<file path="src/rtl/iter_shifter_if.sv">
//==============================================================================
// Module      : iter_shifter_if
// Description : Request/result bundle between the control FSM and iter_shifter.
// Revision    : 1.0 - initial release
//==============================================================================
`default_nettype none

interface iter_shifter_if #(
    parameter int WIDTH = 8,
    parameter int AW    = 8
) ();
    logic             start;
    logic [2:0]       command;
    logic [WIDTH-1:0] in;
    logic [AW-1:0]    shift_val;
    logic [WIDTH-1:0] out;
    logic             busy;
    logic             done;
    logic             zero;
    logic             carry;

    modport master (
        output start,
        output command,
        output in,
        output shift_val,
        input  out,
        input  busy,
        input  done,
        input  zero,
        input  carry
    );

    modport slave (
        input  start,
        input  command,
        input  in,
        input  shift_val,
        output out,
        output busy,
        output done,
        output zero,
        output carry
    );
endinterface

`default_nettype wire

</file>
<file path="src/rtl/iter_shifter.sv">
//==============================================================================
// Module      : iter_shifter
// Description : Multicycle shift/rotate unit, STEP bit positions per clock.
//               Optional ISHIFT_BARREL_EN: whole shift in one SHIFT cycle.
// Revision    : 1.0 - initial release
//==============================================================================
`default_nettype none

module iter_shifter #(
    parameter int WIDTH = 8,
    parameter int AW    = 8,
    parameter int STEP  = 1
) (
    input  wire logic     clk,
    input  wire logic     rst_n,
    iter_shifter_if.slave bus
);

    localparam int LW = $clog2(WIDTH);
    localparam int CW = LW + 1;

    localparam logic [2:0] C_PASS = 3'b000;
    localparam logic [2:0] C_LSR  = 3'b001;
    localparam logic [2:0] C_ASR  = 3'b010;
    localparam logic [2:0] C_ROR  = 3'b011;
    localparam logic [2:0] C_ROL  = 3'b100;
    localparam logic [2:0] C_LSL  = 3'b101;

    typedef enum logic [1:0] {
        S_IDLE   = 2'd0,
        S_SHIFT  = 2'd1,
        S_FINISH = 2'd2
    } state_t;

    state_t           r_state;
    logic [WIDTH-1:0] r_work;
    logic [CW-1:0]    r_rem;
    logic [2:0]       r_mode;
    logic             r_sign;
    logic             r_carry_w;
    logic [WIDTH-1:0] r_out;
    logic             r_busy;
    logic             r_done;
    logic             r_zero;
    logic             r_carry;

    logic [AW+CW-1:0]   w_sv_ext;
    logic [CW-1:0]      w_n;
    logic [2:0]         w_mode;
    logic [CW-1:0]      w_amt;
    logic [WIDTH-1:0]   w_fill_r;
    logic [WIDTH-1:0]   w_fill_l;
    logic [2*WIDTH:0]   w_wide_r;
    logic [2*WIDTH:0]   w_wide_l;
    logic [WIDTH-1:0]   w_res;
    logic               w_cry;

    assign w_sv_ext = {{CW{1'b0}}, bus.shift_val};

    // Effective amount and mode are decided at accept so SHIFT only counts down.
    always_comb begin
        w_n    = '0;
        w_mode = C_PASS;
        case (bus.command)
            C_ROR, C_ROL: begin
                w_n    = {1'b0, w_sv_ext[LW-1:0]};
                w_mode = bus.command;
            end
            C_LSR, C_ASR, C_LSL: begin
                w_n    = (w_sv_ext >= (AW+CW)'(WIDTH)) ? CW'(WIDTH) : w_sv_ext[CW-1:0];
                w_mode = bus.command;
            end
            default: begin
                w_n    = '0;
                w_mode = C_PASS;
            end
        endcase
    end

`ifdef ISHIFT_BARREL_EN
    assign w_amt = r_rem;
`else
    assign w_amt = (r_rem > CW'(STEP)) ? CW'(STEP) : r_rem;
`endif

    // The spare low (right) or high (left) bit captures the last bit shifted out.
    always_comb begin
        w_fill_r = '0;
        w_fill_l = '0;
        if (r_mode == C_ROR) begin
            w_fill_r = r_work;
        end else if (r_mode == C_ASR) begin
            w_fill_r = {WIDTH{r_sign}};
        end
        if (r_mode == C_ROL) begin
            w_fill_l = r_work;
        end
        w_wide_r = {w_fill_r, r_work, 1'b0} >> w_amt;
        w_wide_l = {1'b0, r_work, w_fill_l} << w_amt;
        if ((r_mode == C_ROL) || (r_mode == C_LSL)) begin
            w_res = WIDTH'(w_wide_l >> WIDTH);
            w_cry = w_wide_l[2*WIDTH];
        end else begin
            w_res = WIDTH'(w_wide_r >> 1);
            w_cry = w_wide_r[0];
        end
    end

    always_ff @(posedge clk) begin
        if (!rst_n) begin
            r_state   <= S_IDLE;
            r_work    <= '0;
            r_rem     <= '0;
            r_mode    <= C_PASS;
            r_sign    <= 1'b0;
            r_carry_w <= 1'b0;
            r_out     <= '0;
            r_busy    <= 1'b0;
            r_done    <= 1'b0;
            r_zero    <= 1'b1;
            r_carry   <= 1'b0;
        end else begin
            r_done <= 1'b0;
            case (r_state)
                S_IDLE, S_FINISH: begin
                    if (bus.start) begin
                        r_work    <= bus.in;
                        r_rem     <= w_n;
                        r_mode    <= w_mode;
                        r_sign    <= bus.in[WIDTH-1];
                        r_carry_w <= 1'b0;
                        r_busy    <= 1'b1;
                        r_state   <= S_SHIFT;
                    end else begin
                        r_state   <= S_IDLE;
                    end
                end
                S_SHIFT: begin
                    if (r_rem != '0) begin
                        r_work    <= w_res;
                        r_rem     <= r_rem - w_amt;
                        r_carry_w <= w_cry;
                    end else begin
                        r_out     <= r_work;
                        r_zero    <= (r_work == '0);
                        r_carry   <= r_carry_w;
                        r_busy    <= 1'b0;
                        r_done    <= 1'b1;
                        r_state   <= S_FINISH;
                    end
                end
                default: begin
                    r_state <= S_IDLE;
                    r_busy  <= 1'b0;
                end
            endcase
        end
    end

    assign bus.out   = r_out;
    assign bus.busy  = r_busy;
    assign bus.done  = r_done;
    assign bus.zero  = r_zero;
    assign bus.carry = r_carry;

endmodule

`default_nettype wire

</file>
<file path="src/flat_wrapper.sv">
// flat-port wrapper written by rule: the top's interface ports become plain ports
module iter_shifter_flat 
#(
    parameter int WIDTH = 8,
    parameter int AW    = 8,
    parameter int STEP  = 1
)
  (clk, rst_n, bus_start, bus_command, bus_in, bus_shift_val, bus_out, bus_busy, bus_done, bus_zero, bus_carry);
  iter_shifter_if #(.WIDTH(WIDTH), .AW(AW)) bus_i ();
  input  wire logic clk;
  input  wire logic rst_n;
  input wire logic [$bits(bus_i.start)-1:0] bus_start;
  input wire logic [$bits(bus_i.command)-1:0] bus_command;
  input wire logic [$bits(bus_i.in)-1:0] bus_in;
  input wire logic [$bits(bus_i.shift_val)-1:0] bus_shift_val;
  output wire logic [$bits(bus_i.out)-1:0] bus_out;
  output wire logic [$bits(bus_i.busy)-1:0] bus_busy;
  output wire logic [$bits(bus_i.done)-1:0] bus_done;
  output wire logic [$bits(bus_i.zero)-1:0] bus_zero;
  output wire logic [$bits(bus_i.carry)-1:0] bus_carry;
  assign bus_i.start = bus_start;
  assign bus_i.command = bus_command;
  assign bus_i.in = bus_in;
  assign bus_i.shift_val = bus_shift_val;
  assign bus_out = bus_i.out;
  assign bus_busy = bus_i.busy;
  assign bus_done = bus_i.done;
  assign bus_zero = bus_i.zero;
  assign bus_carry = bus_i.carry;
  iter_shifter #(.WIDTH(WIDTH), .AW(AW), .STEP(STEP)) u_core (.clk(clk), .rst_n(rst_n), .bus(bus_i));
endmodule
</file>
<file path="config.mk">
export PLATFORM = sky130hd
export DESIGN_NAME = iter_shifter_flat
export DESIGN_NICKNAME = d
export VERILOG_FILES = /design/src/rtl/iter_shifter_if.sv /design/src/rtl/iter_shifter.sv /design/src/flat_wrapper.sv
export SDC_FILE = /design/constraint.sdc
export NUM_CORES = 1
export LEC_CHECK = 0
export ABC_AREA = 1
export CAP_MARGIN = 40
export CORE_UTILIZATION = 30
export DETAILED_ROUTE_END_ITERATION = 10
export GPL_TIMING_DRIVEN = 0
export SETUP_SLACK_MARGIN = 0.15
export SLEW_MARGIN = 20
export SYNTH_ARGS = -nofsm -noshare
export SYNTH_HDL_FRONTEND = slang
export SYNTH_SLANG_ARGS = --single-unit
</file>
<file path="constraint.sdc">
create_clock -name clk -period 3.65 [get_ports clk]
set_input_delay 0.365 -clock clk [delete_from_list [all_inputs] [get_ports clk]]
set_output_delay 0.365 -clock clk [all_outputs]
set_load 0.02 [all_outputs]
</file>
# ---- After elaboration in Yosys (flattened, before gate mapping)
# Cells that the tools add are included.
# W data, S select, Z words.
dict set report totals {
  wordCells 70
  ff_bits 31
  in_bits 22
  output_inout_bits 12
}
dict set report op_classes {
  n_bitwise 1
  addsub 1
  shift 2
  eq_ne 14
  muxes 25
  reduce_logical 14
  order_cmp 2
}
# op n
set op_table {}
lappend op_table {{$mux W8} 6}
lappend op_table {{$shl A16 B4 Y17} 1}
lappend op_table {{$shr A17 B4 Y9} 1}
lappend op_table {{$mux W4} 4}
lappend op_table {{$pmux W4 S2} 2}
lappend op_table {{$pmux W8 S2} 1}
lappend op_table {{$eq A3 B2 Y1 const B} 4}
lappend op_table {{$eq A3 B3 Y1 const B} 4}
lappend op_table {{$ge A8 B4 Y1 const B} 1}
lappend op_table {{$logic_not A8 Y1} 1}
lappend op_table {{$reduce_and A2 Y1} 4}
lappend op_table {{$mux W1} 7}
lappend op_table {{$reduce_or A5 Y1} 1}
lappend op_table {{$gt A4 B1 Y1 const B} 1}
lappend op_table {{$ne A2 B2 Y1 const B} 2}
lappend op_table {{$pmux W1 S2} 2}
lappend op_table {{$pmux W2 S2} 1}
lappend op_table {{$reduce_bool A4 Y1} 1}
lappend op_table {{$reduce_or A2 Y1} 2}
lappend op_table {{$sub A4 B4 Y4} 1}
lappend op_table {{$eq A3 B1 Y1 const B} 1}
lappend op_table {{$mux W3} 1}
lappend op_table {{$reduce_and A3 Y1} 1}
lappend op_table {{$reduce_or A3 Y1} 1}
lappend op_table {{other kinds (8)} 8}

# ---- Longest topological paths before layout
dict set report depth {
  depth_word 7
  mapped_depth 10
  depth_no_buf 10
}

# ---- Worst setup path before layout
# Ideal clock, no wire load.
dict set report synth_timing {
  path_kind {register to register}
  from {register u_core.r_rem[1]}
  to {register u_core.r_rem[2]}
  slack_ns 2.242
  t_required_ns 3.580
  t_arrival_ns 1.338
  setup_time_ns 0.070
  path_stages_with_launch 10
  path_buffers 0
  synth_period_minus_slack_ns 1.408
  cell_sequence {dfxtp_1 > inv_1 > a21oi_1 > inv_1 > ha_1 > nor2_1 > nor2_1 > o21ai_2 > inv_2 > a21oi_1}
}
dict set report synth_between {
  elab_chain_len 5
  word_cells_on_any_way 8
  classes_between {1 x add/sub; 1 x order compare; 1 x eq/ne; 3 x mux; 2 x reduce/logical}
}
# element line
set synth_rtl {}
lappend synth_rtl {{from (decl)} iter_shifter.sv:37} ;# logic [CW-1:0] r_rem;
lappend synth_rtl {{from (signal assigned)} iter_shifter.sv:128} ;# r_rem <= w_n;
lappend synth_rtl {{from (signal assigned)} iter_shifter.sv:141} ;# r_rem <= r_rem - w_amt;
lappend synth_rtl {{$gt A4 B1 Y1} iter_shifter.sv:83} ;# assign w_amt = (r_rem > CW'(STEP)) ? CW'(STEP) : r_rem;
lappend synth_rtl {{$mux W4} iter_shifter.sv:83}
lappend synth_rtl {{$sub A4 B4 Y4} iter_shifter.sv:141}
lappend synth_rtl {{$mux W4} iter_shifter.sv:139} ;# if (r_rem != '0) begin
lappend synth_rtl {{$pmux W4 S2} iter_shifter.sv:124} ;# case (r_state)
# Several ways; a longest one is shown, not always the timed one. The select of a mux whose other input is x is not followed.
# A chain may end at the register's enable or synchronous reset.

# ---- Worst setup path in the final report
dict set report layout_timing {
  from {register u_core.r_out[4] (netlist: u_core.bus.out[4])}
  to {output bus_out[4]}
}
# element line
set layout_lines {}
lappend layout_lines {{from (decl)} iter_shifter.sv:41} ;# logic [WIDTH-1:0] r_out;
lappend layout_lines {{from (signal assigned)} iter_shifter.sv:144} ;# r_out <= r_work;
lappend layout_lines {{to (decl)} flat_wrapper.sv:16} ;# output wire logic [$bits(bus_i.out)-1:0] bus_out;
# No word-level cell between the ends.

==> summary.md <==
| Metric | Value |
|---|---|
| Run status | `complete, no violations` |
| Later-pin clock latency in the skew report | `0.29 ns` |
| CP top delay family | `buffers and inverters` |
| Share of cells above drive strength 1 | `12.3%` |
| Multi-input logic area | `841 sq um` |
| DR WL/cell | `12.2 um` |
| Drt drc | `0` |
| FP Rows | `26` |
| Fin crit share | `43.4%` |
| WP buf/inv | `1` |
| Slew @ Worst Pin | `0.474 ns` |
| Drt first pass iters | `4` |
| # clock sinks | `31` |
| Vias/cell | `4.66` |
| Die outline height | `75.3 um` |
| Die ar. | `5660 sq um` |
| Tot GR Track Use | `16.8%` |
| Crit path DAT | `1.22 ns` |
| Number of global-route vias before repair | `1537` |
| Setup TNS | `0 ns` |
| Design area | `2110 sq um` |
| LEAKAGE | `0.900 nW` |
| CTS tree | `yes` |
| Initial antenna violation count | `0` |
| Pwr dens | `457 nW/um^2` |
| Slowest-stage cell, CP | `clkdlybuf4s50_1` |
| Multiplexer share of the synthesized area | `0%` |
| Number of port buffers | `32` |
| Core Area | `5140 sq um` |
| Fin. Hold Viols | `0` |
| Post-synth cell types | `27` |
| Crit-path cells | `clkdlybuf4s50_1` |
| ANT nets after route | `0` |
| Worst-path clk slew | `0.07 ns` |
| Yosys warns | `0` |
| Minimum clock period | `1.59 ns` |
| Mapped Area | `1610 sq um` |
| Area Growth Syn to Fin | `30.8%` |
| Average cell area after synthesis | `7.00 sq um` |
| Syn Nets | `253` |
| Register area | `621 sq um` |
| # fillers | `578` |
| Initial drt markers | `79` |
| Seq cells post-synth | `31` |
| Yosys top cell area share | `38.5%` |
| CP Launch Type | `flop` |
| Max_cap viols | `0` |
| Antenna cell count | `0` |
| Post-synthesis adder-cell area fraction | `0.777%` |
| Root Buffer | `clkbuf_8` |
| Crit Path Class | `reg2out` |
| Routed WL | `4.13 mm` |
| Worst path max stage delay | `0.60 ns` |
| Peak supply drop | `227 uV` |
| Most frequent cells in the layout | `43 x nand2_1, 32 x clkdlybuf4s50_1, 31 x dfxtp_1` |
| Most common cell after layout, fill and taps aside | `nand2_1` |
| Synth top area cells | `dfxtp_1 39%, nand2_1 10%, nand3_1 7.8%` |
| RSZ-0062 raised after global routing | `false` |
| PostCTS Resize Cnt | `0` |
| Post-synthesis compound-gate area fraction | `17.8%` |
| Initial Utilization | `31.3%` |
| Clock buffer depth | `2` |
| HP Class | `in2reg` |
| Post-CTS Setup Bufs | `0` |
| Final Skew | `0.0102 ns` |
| CTS buffer count | `5` |
| Top cell type by total area after synthesis | `dfxtp_1` |
| Sequential area share after synthesis | `38.5%` |
| Total number of vias | `1580` |
| First-pass GRT wire length | `7.02 mm` |
| Largest family of logic cells by synthesized area | `simple AND/OR/NAND/NOR gates` |
| R2R Setup Slk | `2.07 ns` |
| I/O Pins | `34` |
| Util after Layout | `41.0%` |
| Critical path peak fanout | `2` |
| GRT overflow | `0` |
| Worst setup EP type | `primary output` |
| Post-Synth XOR/XNOR Area | `0%` |
| Area post-placement | `2020 sq um` |
| Die Span X | `75.3 um` |
| Largest net degree at the start of global routing | `11` |
| Nets@finish | `292` |
| Final count of negative-setup-slack endpoints | `0` |
| Synth Area in Simple Gates | `33.6%` |
| Rel. slew slack | `68.4%` |
| Final Max Slew Viols | `0` |
| Post-cts hold buffer count | `0` |
| F_max | `631 MHz` |
| Routability cong. | `0.801` |
| Worst Path Required | `3.28 ns` |
| H-tree levels | `2` |
| Syn Inst Count | `230` |
| Dpl hpwl | `3.01 mm` |
## area by class of cell
cell class	count	area share (%)
clock buffers	6	3.92
clock inverters	1	0.238
inverters	23	4.10
flip-flops and latches	31	29.5
multi-input cells	168	39.9
plain buffers	8	2.97
well taps	70	4.16
repair buffers	32	15.2
## layer usage
layer	global-route usage [%]	vias to the layer above	wire length, um
li1	-	833	-
met1	20.9	715	2010
met2	27.9	26	1890
met3	4.02	6	160
met4	7.20	0	70
met5	0	-	0
## flip-flops by register name, indices dropped and copies added, names as in the netlist, 2 cells and up, named ones only
signal	cells
u_core.bus.out	8
u_core.r_mode	3
u_core.r_rem	4
u_core.r_state	2
u_core.r_work	6
## per-stage QoR
stage / cells / power (mW) / worst slack, ns / hold WS (ns)
finish: 339 / 0.963 / 2.06 / 0.424
global route: 339 / 1.02 / 1.92 / 0.443
floorplan: 230 / 0.599 / 2.24 / 0.426
global placement: 332 / 0.689 / 1.99 / 0.445
CTS: 339 / 0.968 / 2.05 / 0.420
detailed placement: 332 / 0.689 / 1.98 / 0.441
## path summary, 6_finish.rpt
check,start,endpoint,depth (start not counted)
setup / recovery,u_core.bus.out[4],bus_out[4],1
hold / removal,rst_n,u_core.r_work[7],3
setup reg to reg,u_core.r_rem[1],u_core.r_rem[2],9
hold reg to reg,u_core.r_state[0],u_core.bus.busy,1
## worst register-to-register path, cell delays in order, from the launching register on
cell     delay [ns]
dfxtp_1        0.44
inv_1          0.09
a21oi_1        0.23
inv_1          0.07
ha_1           0.17
nor2_1         0.12
nor2_1         0.07
o21ai_2        0.15
inv_2          0.03
a21oi_1        0.14
## report_power, final
part / switching, mW / leakage [nW] / internal, mW
Combinational: 0.158 / 0.599 / 0.115
Sequential: 0.0362 / 0.255 / 0.373
Clock: 0.134 / 0.0470 / 0.148
## cell usage after synthesis
| library cell | count |
|---|---|
| nand2_4 | 2 |
| a211oi_1 | 1 |
| a21oi_2 | 1 |
| nand3b_1 | 2 |
| nand3_1 | 25 |
| a21oi_1 | 23 |
| ha_1 | 1 |
| nor4_1 | 2 |
| dfxtp_1 | 31 |
| nand2_2 | 5 |
| o21ai_2 | 1 |
| buf_8 | 1 |
| o21ai_1 | 3 |
| clkbuf_1 | 1 |
| buf_1 | 1 |
| inv_1 | 18 |
| inv_2 | 5 |
| nand2_1 | 43 |
| o211ai_1 | 2 |
| nor3_1 | 1 |
| nor2_1 | 30 |
| buf_2 | 2 |
| nor2_4 | 5 |
| buf_6 | 2 |
| o21ai_0 | 20 |
| a21oi_4 | 1 |
| buf_4 | 1 |
## cells by family (layout without fill, tap and decap cells)
logic type               count (synthesis)  after routing
adder cells (fa/ha/maj)                  1              1
buffers and inverters                   31             70
flip-flops                              31             31
AO/OA/AOI/OAI                           52             52
AND/OR/NAND/NOR                        115            115
(Power assumes the default switching activity.)
